<file path="src/rtl/calib_pkg.sv">
// Shared types, palette constants and frame-count helper for the LED ID pattern generator.
// Compile-time option: ID_PARITY_EN adds one parity frame after the data frames.
package calib_pkg;

  typedef enum logic [1:0] {
    MODE_ID        = 2'd0,
    MODE_WHITE     = 2'd1,
    MODE_BLACK     = 2'd2,
    MODE_BLACK_ALT = 2'd3
  } mode_e;

  typedef enum logic [1:0] {
    ST_IDLE,
    ST_SHIFT,
    ST_RESPOND
  } state_e;

  localparam logic [23:0] RGB_RED     = 24'hFF0000;
  localparam logic [23:0] RGB_GREEN   = 24'h00FF00;
  localparam logic [23:0] RGB_BLUE    = 24'h0000FF;
  localparam logic [23:0] RGB_WHITE   = 24'hFFFFFF;
  localparam logic [23:0] RGB_BLACK   = 24'h000000;
  localparam logic [23:0] RGB_MAGENTA = 24'hFF00FF;

`ifdef ID_PARITY_EN
  localparam int PARITY_FRAMES = 1;
`else
  localparam int PARITY_FRAMES = 0;
`endif

  // Number of frames needed to show idWidth bits, bitsPerFrame at a time, plus any extra frames.
  function automatic int num_frames(input int idWidth, input int bitsPerFrame, input int extra);
    return (idWidth + bitsPerFrame - 1) / bitsPerFrame + extra;
  endfunction

endpackage

</file>
<file path="src/rtl/id_palette.sv">
// Combinational colour lookup: digit, mode and (optionally) parity to 24-bit RGB.
// Compile-time option: ID_PARITY_EN adds the parity-select and parity inputs.
module id_palette
  import calib_pkg::*;
#(
  parameter int BITS_PER_FRAME = 1
) (
  input  logic [1:0]  i_digit,
  input  mode_e       i_mode,
  input  logic        i_outOfRange,
`ifdef ID_PARITY_EN
  input  logic        i_paritySel,
  input  logic        i_parityOdd,
`endif
  output logic [23:0] o_rgb
);

  // Out-of-range indices are always dark; otherwise parity, forced modes, then the ID digit colour.
  always_comb begin
    o_rgb = RGB_BLACK;
    if (i_outOfRange) begin
      o_rgb = RGB_BLACK;
    end
`ifdef ID_PARITY_EN
    else if (i_paritySel) begin
      o_rgb = i_parityOdd ? RGB_MAGENTA : RGB_GREEN;
    end
`endif
    else begin
      case (i_mode)
        MODE_WHITE:     o_rgb = RGB_WHITE;
        MODE_BLACK:     o_rgb = RGB_BLACK;
        MODE_BLACK_ALT: o_rgb = RGB_BLACK;
        default: begin
          if (BITS_PER_FRAME == 1) begin
            o_rgb = i_digit[0] ? RGB_BLUE : RGB_RED;
          end else begin
            case (i_digit)
              2'd0:    o_rgb = RGB_RED;
              2'd1:    o_rgb = RGB_GREEN;
              2'd2:    o_rgb = RGB_BLUE;
              default: o_rgb = RGB_WHITE;
            endcase
          end
        end
      endcase
    end
  end

endmodule

</file>
<file path="src/rtl/id_pattern_gen.sv">
// LED ID pattern generator: answers per-pixel colour requests so that a camera can decode
// each LED's index one digit per frame. Supports manual and automatic frame stepping.
// Compile-time option: ID_PARITY_EN adds a parity frame (green = even, magenta = odd).
module id_pattern_gen
  import calib_pkg::*;
#(
  parameter int NUM_LEDS       = 50,
  parameter int ID_WIDTH       = $clog2(NUM_LEDS),
  parameter int BITS_PER_FRAME = 1,
  parameter int HOLD_PASSES    = 4,
  localparam int NUM_FRAMES    = num_frames(ID_WIDTH, BITS_PER_FRAME, PARITY_FRAMES),
  localparam int FRAME_W       = $clog2(NUM_FRAMES + 1)
) (
  input  logic                clk,
  input  logic                rst,
  input  logic                req_valid,
  output logic                req_ready,
  input  logic [ID_WIDTH-1:0] req_index,
  output logic                px_valid,
  input  logic                px_ready,
  output logic [7:0]          px_red,
  output logic [7:0]          px_green,
  output logic [7:0]          px_blue,
  input  logic [1:0]          mode,
  input  logic                frame_next,
  input  logic                frame_prev,
  input  logic                auto_en,
  output logic [FRAME_W-1:0]  frame_idx,
  output logic                frame_done,
  output logic                sequence_done
);

  localparam int SW     = (ID_WIDTH < 2) ? 2 : ID_WIDTH;
  localparam int PASS_W = $clog2(HOLD_PASSES + 1);

  localparam logic [ID_WIDTH:0]   NUM_LEDS_W = (ID_WIDTH + 1)'(NUM_LEDS);
  localparam logic [ID_WIDTH-1:0] LAST_IDX   = ID_WIDTH'(NUM_LEDS - 1);
  localparam logic [FRAME_W-1:0]  LAST_FRAME = FRAME_W'(NUM_FRAMES - 1);
  localparam logic [PASS_W-1:0]   LAST_PASS  = PASS_W'(HOLD_PASSES - 1);

  state_e              r_state;
  state_e              w_nextState;
  logic [SW-1:0]       r_shiftIdx;
  logic [ID_WIDTH-1:0] r_origIdx;
  logic [FRAME_W-1:0]  r_shiftCnt;
  mode_e               r_mode;
  logic                r_outOfRange;
  logic [PASS_W-1:0]   r_passCnt;

  logic                w_accept;
  logic                w_lastDone;
  logic                w_startDirect;
  logic [1:0]          w_digit;
  logic [23:0]         w_rgb;
  logic [FRAME_W-1:0]  w_frameInc;
  logic [FRAME_W-1:0]  w_frameDec;

`ifdef ID_PARITY_EN
  localparam int                 NUM_DATA_FRAMES = num_frames(ID_WIDTH, BITS_PER_FRAME, 0);
  localparam logic [FRAME_W-1:0] PARITY_FRAME    = FRAME_W'(NUM_DATA_FRAMES);

  logic r_paritySel;
  logic r_parityOdd;
  logic w_isParityFrame;

  assign w_isParityFrame = (frame_idx == PARITY_FRAME);
  assign w_startDirect   = (frame_idx == '0) || w_isParityFrame;
`else
  assign w_startDirect   = (frame_idx == '0);
`endif

  assign w_accept   = req_valid && req_ready;
  assign w_lastDone = px_valid && px_ready && (r_origIdx == LAST_IDX);
  assign w_digit    = (BITS_PER_FRAME == 1) ? {1'b0, r_shiftIdx[0]} : r_shiftIdx[1:0];
  assign w_frameInc = (frame_idx == LAST_FRAME) ? '0 : frame_idx + 1'b1;
  assign w_frameDec = (frame_idx == '0) ? LAST_FRAME : frame_idx - 1'b1;

  assign {px_red, px_green, px_blue} = px_valid ? w_rgb : RGB_BLACK;

  id_palette #(
    .BITS_PER_FRAME(BITS_PER_FRAME)
  ) u_palette (
    .i_digit      (w_digit),
    .i_mode       (r_mode),
    .i_outOfRange (r_outOfRange),
`ifdef ID_PARITY_EN
    .i_paritySel  (r_paritySel),
    .i_parityOdd  (r_parityOdd),
`endif
    .o_rgb        (w_rgb)
  );

  // Request FSM state register.
  always_ff @(posedge clk or posedge rst) begin
    if (rst) begin
      r_state <= ST_IDLE;
    end else begin
      r_state <= w_nextState;
    end
  end

  // Next-state and handshake outputs; ready is held low while reset is asserted.
  always_comb begin
    w_nextState = r_state;
    req_ready   = 1'b0;
    px_valid    = 1'b0;
    case (r_state)
      ST_IDLE: begin
        req_ready = !rst;
        if (req_valid && !rst) begin
          w_nextState = w_startDirect ? ST_RESPOND : ST_SHIFT;
        end
      end
      ST_SHIFT: begin
        if (r_shiftCnt == FRAME_W'(1)) begin
          w_nextState = ST_RESPOND;
        end
      end
      ST_RESPOND: begin
        px_valid = 1'b1;
        if (px_ready) begin
          w_nextState = ST_IDLE;
        end
      end
      default: w_nextState = ST_IDLE;
    endcase
  end

  // Latch the request context at accept, then walk the index down one digit per shift cycle.
  always_ff @(posedge clk or posedge rst) begin
    if (rst) begin
      r_shiftIdx   <= '0;
      r_origIdx    <= '0;
      r_shiftCnt   <= '0;
      r_mode       <= MODE_ID;
      r_outOfRange <= 1'b0;
`ifdef ID_PARITY_EN
      r_paritySel  <= 1'b0;
      r_parityOdd  <= 1'b0;
`endif
    end else begin
      if (r_state == ST_IDLE && w_accept) begin
        r_shiftIdx   <= SW'(req_index);
        r_origIdx    <= req_index;
        r_shiftCnt   <= frame_idx;
        r_mode       <= mode_e'(mode);
        r_outOfRange <= ({1'b0, req_index} >= NUM_LEDS_W);
`ifdef ID_PARITY_EN
        r_paritySel  <= w_isParityFrame;
        r_parityOdd  <= ^req_index;
`endif
      end else if (r_state == ST_SHIFT) begin
        r_shiftIdx <= r_shiftIdx >> BITS_PER_FRAME;
        r_shiftCnt <= r_shiftCnt - 1'b1;
      end
    end
  end

  // Frame index, completion flags and the auto-advance pass counter.
  always_ff @(posedge clk or posedge rst) begin
    if (rst) begin
      frame_idx     <= '0;
      frame_done    <= 1'b0;
      sequence_done <= 1'b0;
      r_passCnt     <= '0;
    end else begin
      sequence_done <= 1'b0;
      if (auto_en) begin
        if (w_lastDone) begin
          if (r_passCnt == LAST_PASS) begin
            r_passCnt  <= '0;
            frame_done <= 1'b0;
            frame_idx  <= w_frameInc;
            if (frame_idx == LAST_FRAME) begin
              sequence_done <= 1'b1;
            end
          end else begin
            r_passCnt  <= r_passCnt + 1'b1;
            frame_done <= 1'b1;
          end
        end
      end else begin
        r_passCnt <= '0;
        if (frame_next && !frame_prev) begin
          frame_idx  <= w_frameInc;
          frame_done <= 1'b0;
        end else if (frame_prev && !frame_next) begin
          frame_idx  <= w_frameDec;
          frame_done <= 1'b0;
        end else if (w_lastDone) begin
          frame_done <= 1'b1;
        end
      end
    end
  end

endmodule
</file>
<file path="config.mk">
export PLATFORM = sky130hd
export DESIGN_NAME = id_pattern_gen
export DESIGN_NICKNAME = d
export VERILOG_FILES = /design/src/rtl/calib_pkg.sv /design/src/rtl/id_palette.sv /design/src/rtl/id_pattern_gen.sv
export SDC_FILE = /design/constraint.sdc
export NUM_CORES = 1
export LEC_CHECK = 0
export ABC_AREA = 1
export CORE_AREA = 8 8 83 56
export CTS_BUF_LIST = sky130_fd_sc_hd__clkbuf_16
export CTS_CLUSTER_SIZE = 10
export DETAILED_ROUTE_END_ITERATION = 8
export DIE_AREA = 0 0 91 64
export PLACE_DENSITY = 0.82
export SYNTH_ARGS = -nofsm -noshare
export SYNTH_HDL_FRONTEND = slang
export SYNTH_SLANG_ARGS = --single-unit
</file>
<file path="constraint.sdc">
create_clock -name clk -period 2.47 [get_ports clk]
set_input_delay 0.494 -clock clk [delete_from_list [all_inputs] [get_ports clk]]
set_output_delay 0.494 -clock clk [all_outputs]
set_load 0.01 [all_outputs]
</file>
==> results.tsv <==
metric	value	unit
postSynthCellCount	210	
detail_route.vias_per_cell	4.860	
route.vias.total	1385	
cts_buffers	3	
hold_slack	495.2	ps
finalSetupViolCount	0	
totalWireLength	3.778	mm
timing.slew.headroom	71.51	%
route.antenna.remaining_nets	0	
worstHoldPathCells	2	
synth_edf_count	0	
dieArea	5824	µm²
placeable_core_region	3446	µm²
final_min_period_over_clock_period	92.69	%
period_minus_slack	2289	ps
cts.hold.buffers_added	0	
synth.ff_latch_count	28	
clock_tree.root_cell	sky130_fd_sc_hd__clkbuf_16	
grt_busiest_layer	met2	
yosysUniqueCellTypes	27	
synth_compound_gate_area_share	8.879	%
timing.rr.start	r_passCnt[0]$_DFFE_PP0P_	
grt_util_met1	15.76	%
critical_path_class	flip-flop to primary output	
postSynthAreaPerCell	7.918	µm²
avgRoutedWirePerCell	13.26	µm
mappedNetlistArea	1663	µm²
slowest_stage	sky130_fd_sc_hd__clkdlybuf4s50_1	
post_synth_mux_area_share	0	%
finalClockSkew	4.393	ps
boundary_pins	46	
finalInstanceArea	2142	µm²
worstSkewPairLatency	260	ps
fp.dieW	91	µm
detail_route.drc_violations	0	
detail_route.iter0.violations	77	
power.static_leakage	0.001162	µW
tritoncts_num_sinks	28	
timing.hold.worst_endpoint	r_origIdx[5]$_DFFE_PP0P_	
total_of_warnings_raised_by_yosys	0	
max_cap_viol_count	0	
synth_to_final_area_change	28.82	%
max_slew.worst_pin.slew	426.0	ps
min_path_type	flip-flop to flip-flop	
ys_seq_area_share	42.14	%
report.power.total	2190	µW
netlist.area_leader.share	42.14	%
outcome	completed	
worst-r2r-cell-count	8	
number_of_antenna_violations_at_the_first_check_in_global_routing	0	
critical-path-top-cell-by-count	sky130_fd_sc_hd__nor2_4	
synth_simple_gate_area_share	26.26	%
ys_top_cells_by_area	sky130_fd_sc_hd__dfrtp_1 (42%), sky130_fd_sc_hd__nand2_1 (13%), sky130_fd_sc_hd__buf_4 (9.5%)	
tritoncts	done	
cts.reportedPaths.clkPinSlew	70	ps
finalWeightedCongestion	0.7729	
critPathRequiredTime	1980	ps
vdd_drop_max	0.0004764	V
antenna_cells	0	
share_of_the_synthesized_netlist_area_taken_by_xor_and_xnor_gates	1.053	%
detailedPlacementHpwl	2.941	mm
synthDominantAreaCellType	sky130_fd_sc_hd__dfrtp_1	
detailedRoute.firstPassIterationCount	4	
cts-root-to-sink-buffers	2	
power.density	1022	nW/µm²
final_core_utilization	62.16	%
gr-usage-met2	20.63	%
crit-reg2reg-capture	frame_idx[2]$_DFFE_PP0P_	
worst_ep_arrival_time	1800	ps
finalNetCount	259	
layout_cells_sized_above_1	8.403	%
met3_track_demand_over_resource	5.128	%
postSynthNetCount	230	
clock_tree.htree_level_count	1	
grt_setup_unrepaired	false	
max_stage_delay	580	ps
grt_start_max_net_pins	29	
timing.fmax	436.8	MHz
synthFlopType	sky130_fd_sc_hd__dfrtp_1	
grt_pass1_vias	1319	
io_buffer_count	45	
synth_fa_ha_area_share	3.762	%
critPathCaptureType	primary output	
reg_to_reg_slack_setup	1100	ps
path_max_fanout	8	
crit_path_start_kind	flip-flop	
path_cells	inv_1, nor2_4, nand3_4, nor2_4, clkdlybuf4s50_1	
synth_async_sr_flop_share	100.0	%
dpl-instance-area	2008	µm²
initial_utilization	48.26	%
row_count	17	
globalRouteTotalUtil	12.93	%
worst_hold_startpoint	r_origIdx[5]$_DFFE_PP0P_	
finalHoldViolCount	0	
combinational_family_with_the_most_area_after_synthesis	simple AND/OR/NAND/NOR gates	
first_pass_grt_wire_length	6.175	mm
global_route.overflow_total	0	
die_h	64	µm
maxSlewViolCount	0	
-- sequential cells by signal (all words and copies together), names as in the netlist --
register and cells:
frame_done 1, frame_idx 3, r_mode 2, r_origIdx 6, r_outOfRange 1, r_passCnt 3
r_shiftCnt 3, r_shiftIdx 6, r_state 2, sequence_done 1
-- stage by stage --
step	worst slack [ps]	TNS [ps]	std cells
final	180.5	0	285
after global routing	80.55	0	285
after detailed placement	195.2	0	280
after global placement	298.1	0	280
after floorplan	472.8	0	210
after CTS	-89.29	-1175	284
-- report_power, final --
group	total [µW]	internal [µW]	leakage, µW	switching, µW
clock network	365	217	0.0000385	148
registers	775	638	0.000355	137
logic	1050	474	0.000769	575
-- area by class of cell --
class,instances,area (µm²)
fillers,291,1304
flip-flops and latches,28,700.7
multi-input cells,127,691.9
repair buffers,48,493.0
inverters,31,118.9
clock buffers,3,75.07
well taps,47,58.81
clock inverters,1,3.754
-- critical path, delay by kind of cell (launching register included) --
family	cells	cell delay [ps]
and+or+nand+nor	3	450
buffers and inverters	2	690
DFF	1	390
-- cell usage after synthesis, types with 2 or more instances --
library cell / count
sky130_fd_sc_hd__buf_4: 21
sky130_fd_sc_hd__dfrtp_1: 28
sky130_fd_sc_hd__ha_1: 5
sky130_fd_sc_hd__inv_1: 29
sky130_fd_sc_hd__nand2_1: 59
sky130_fd_sc_hd__nand3_1: 16
sky130_fd_sc_hd__nand3_4: 2
sky130_fd_sc_hd__nor2_1: 9
sky130_fd_sc_hd__nor2_4: 3
sky130_fd_sc_hd__nor3_1: 3
sky130_fd_sc_hd__o21ai_0: 10
sky130_fd_sc_hd__o21ai_1: 8
sky130_fd_sc_hd__o21ai_2: 2
sky130_fd_sc_hd__xor2_1: 2
-- routing by layer --
layer	share of wire, %	vias to the layer above
li1	-	699
met1	45	643
met2	47	38
met3	7.2	5
met4	0.85	0
met5	0	-
-- layout by cell type, fill, tap and decap left out, types with 2 or more instances in the layout --
| master | n |
|---|---|
| sky130_fd_sc_hd__buf_4 | 3 |
| sky130_fd_sc_hd__clkbuf_16 | 3 |
| sky130_fd_sc_hd__clkdlybuf4s50_1 | 37 |
| sky130_fd_sc_hd__dfrtp_1 | 28 |
| sky130_fd_sc_hd__dlymetal6s2s_1 | 8 |
| sky130_fd_sc_hd__ha_1 | 5 |
| sky130_fd_sc_hd__inv_1 | 29 |
| sky130_fd_sc_hd__nand2_1 | 59 |
| sky130_fd_sc_hd__nand3_1 | 15 |
| sky130_fd_sc_hd__nand3_4 | 3 |
| sky130_fd_sc_hd__nor2_1 | 7 |
| sky130_fd_sc_hd__nor2_4 | 5 |
| sky130_fd_sc_hd__nor3_1 | 3 |
| sky130_fd_sc_hd__o21ai_0 | 10 |
| sky130_fd_sc_hd__o21ai_1 | 8 |
| sky130_fd_sc_hd__o21ai_2 | 2 |
| sky130_fd_sc_hd__xor2_1 | 2 |
-- cells by family after synthesis --
| family | Yosys count |
|---|---|
| fa+ha+maj | 5 |
| flops | 28 |
| xor+xnor | 2 |
| compound gates | 26 |
| simple gates | 94 |
| buf+inv | 55 |
-- timing repair --
action / CTS / global route
buffers inserted: 0 / 1
gates resized for setup: 0 / 14
endpoints found under the setup margin: 16 / 24
-- worst max-delay path by stage --
stage,startpoint,to,slack (ps)
CTS,r_state[1]$_DFFE_PP0P_,px_blue[5],-90
detailed placement,r_state[1]$_DFFE_PP0P_,px_blue[5],200
global route,r_state[1]$_DFFE_PP0P_,px_green[3],80
global placement,r_state[1]$_DFFE_PP0P_,px_green[1],300
finish,r_state[1]$_DFFE_PP0P_,px_blue[5],180
floorplan,r_state[1]$_DFFE_PP0P_,px_red[1],470
Power figures use the tool's default switching activity.
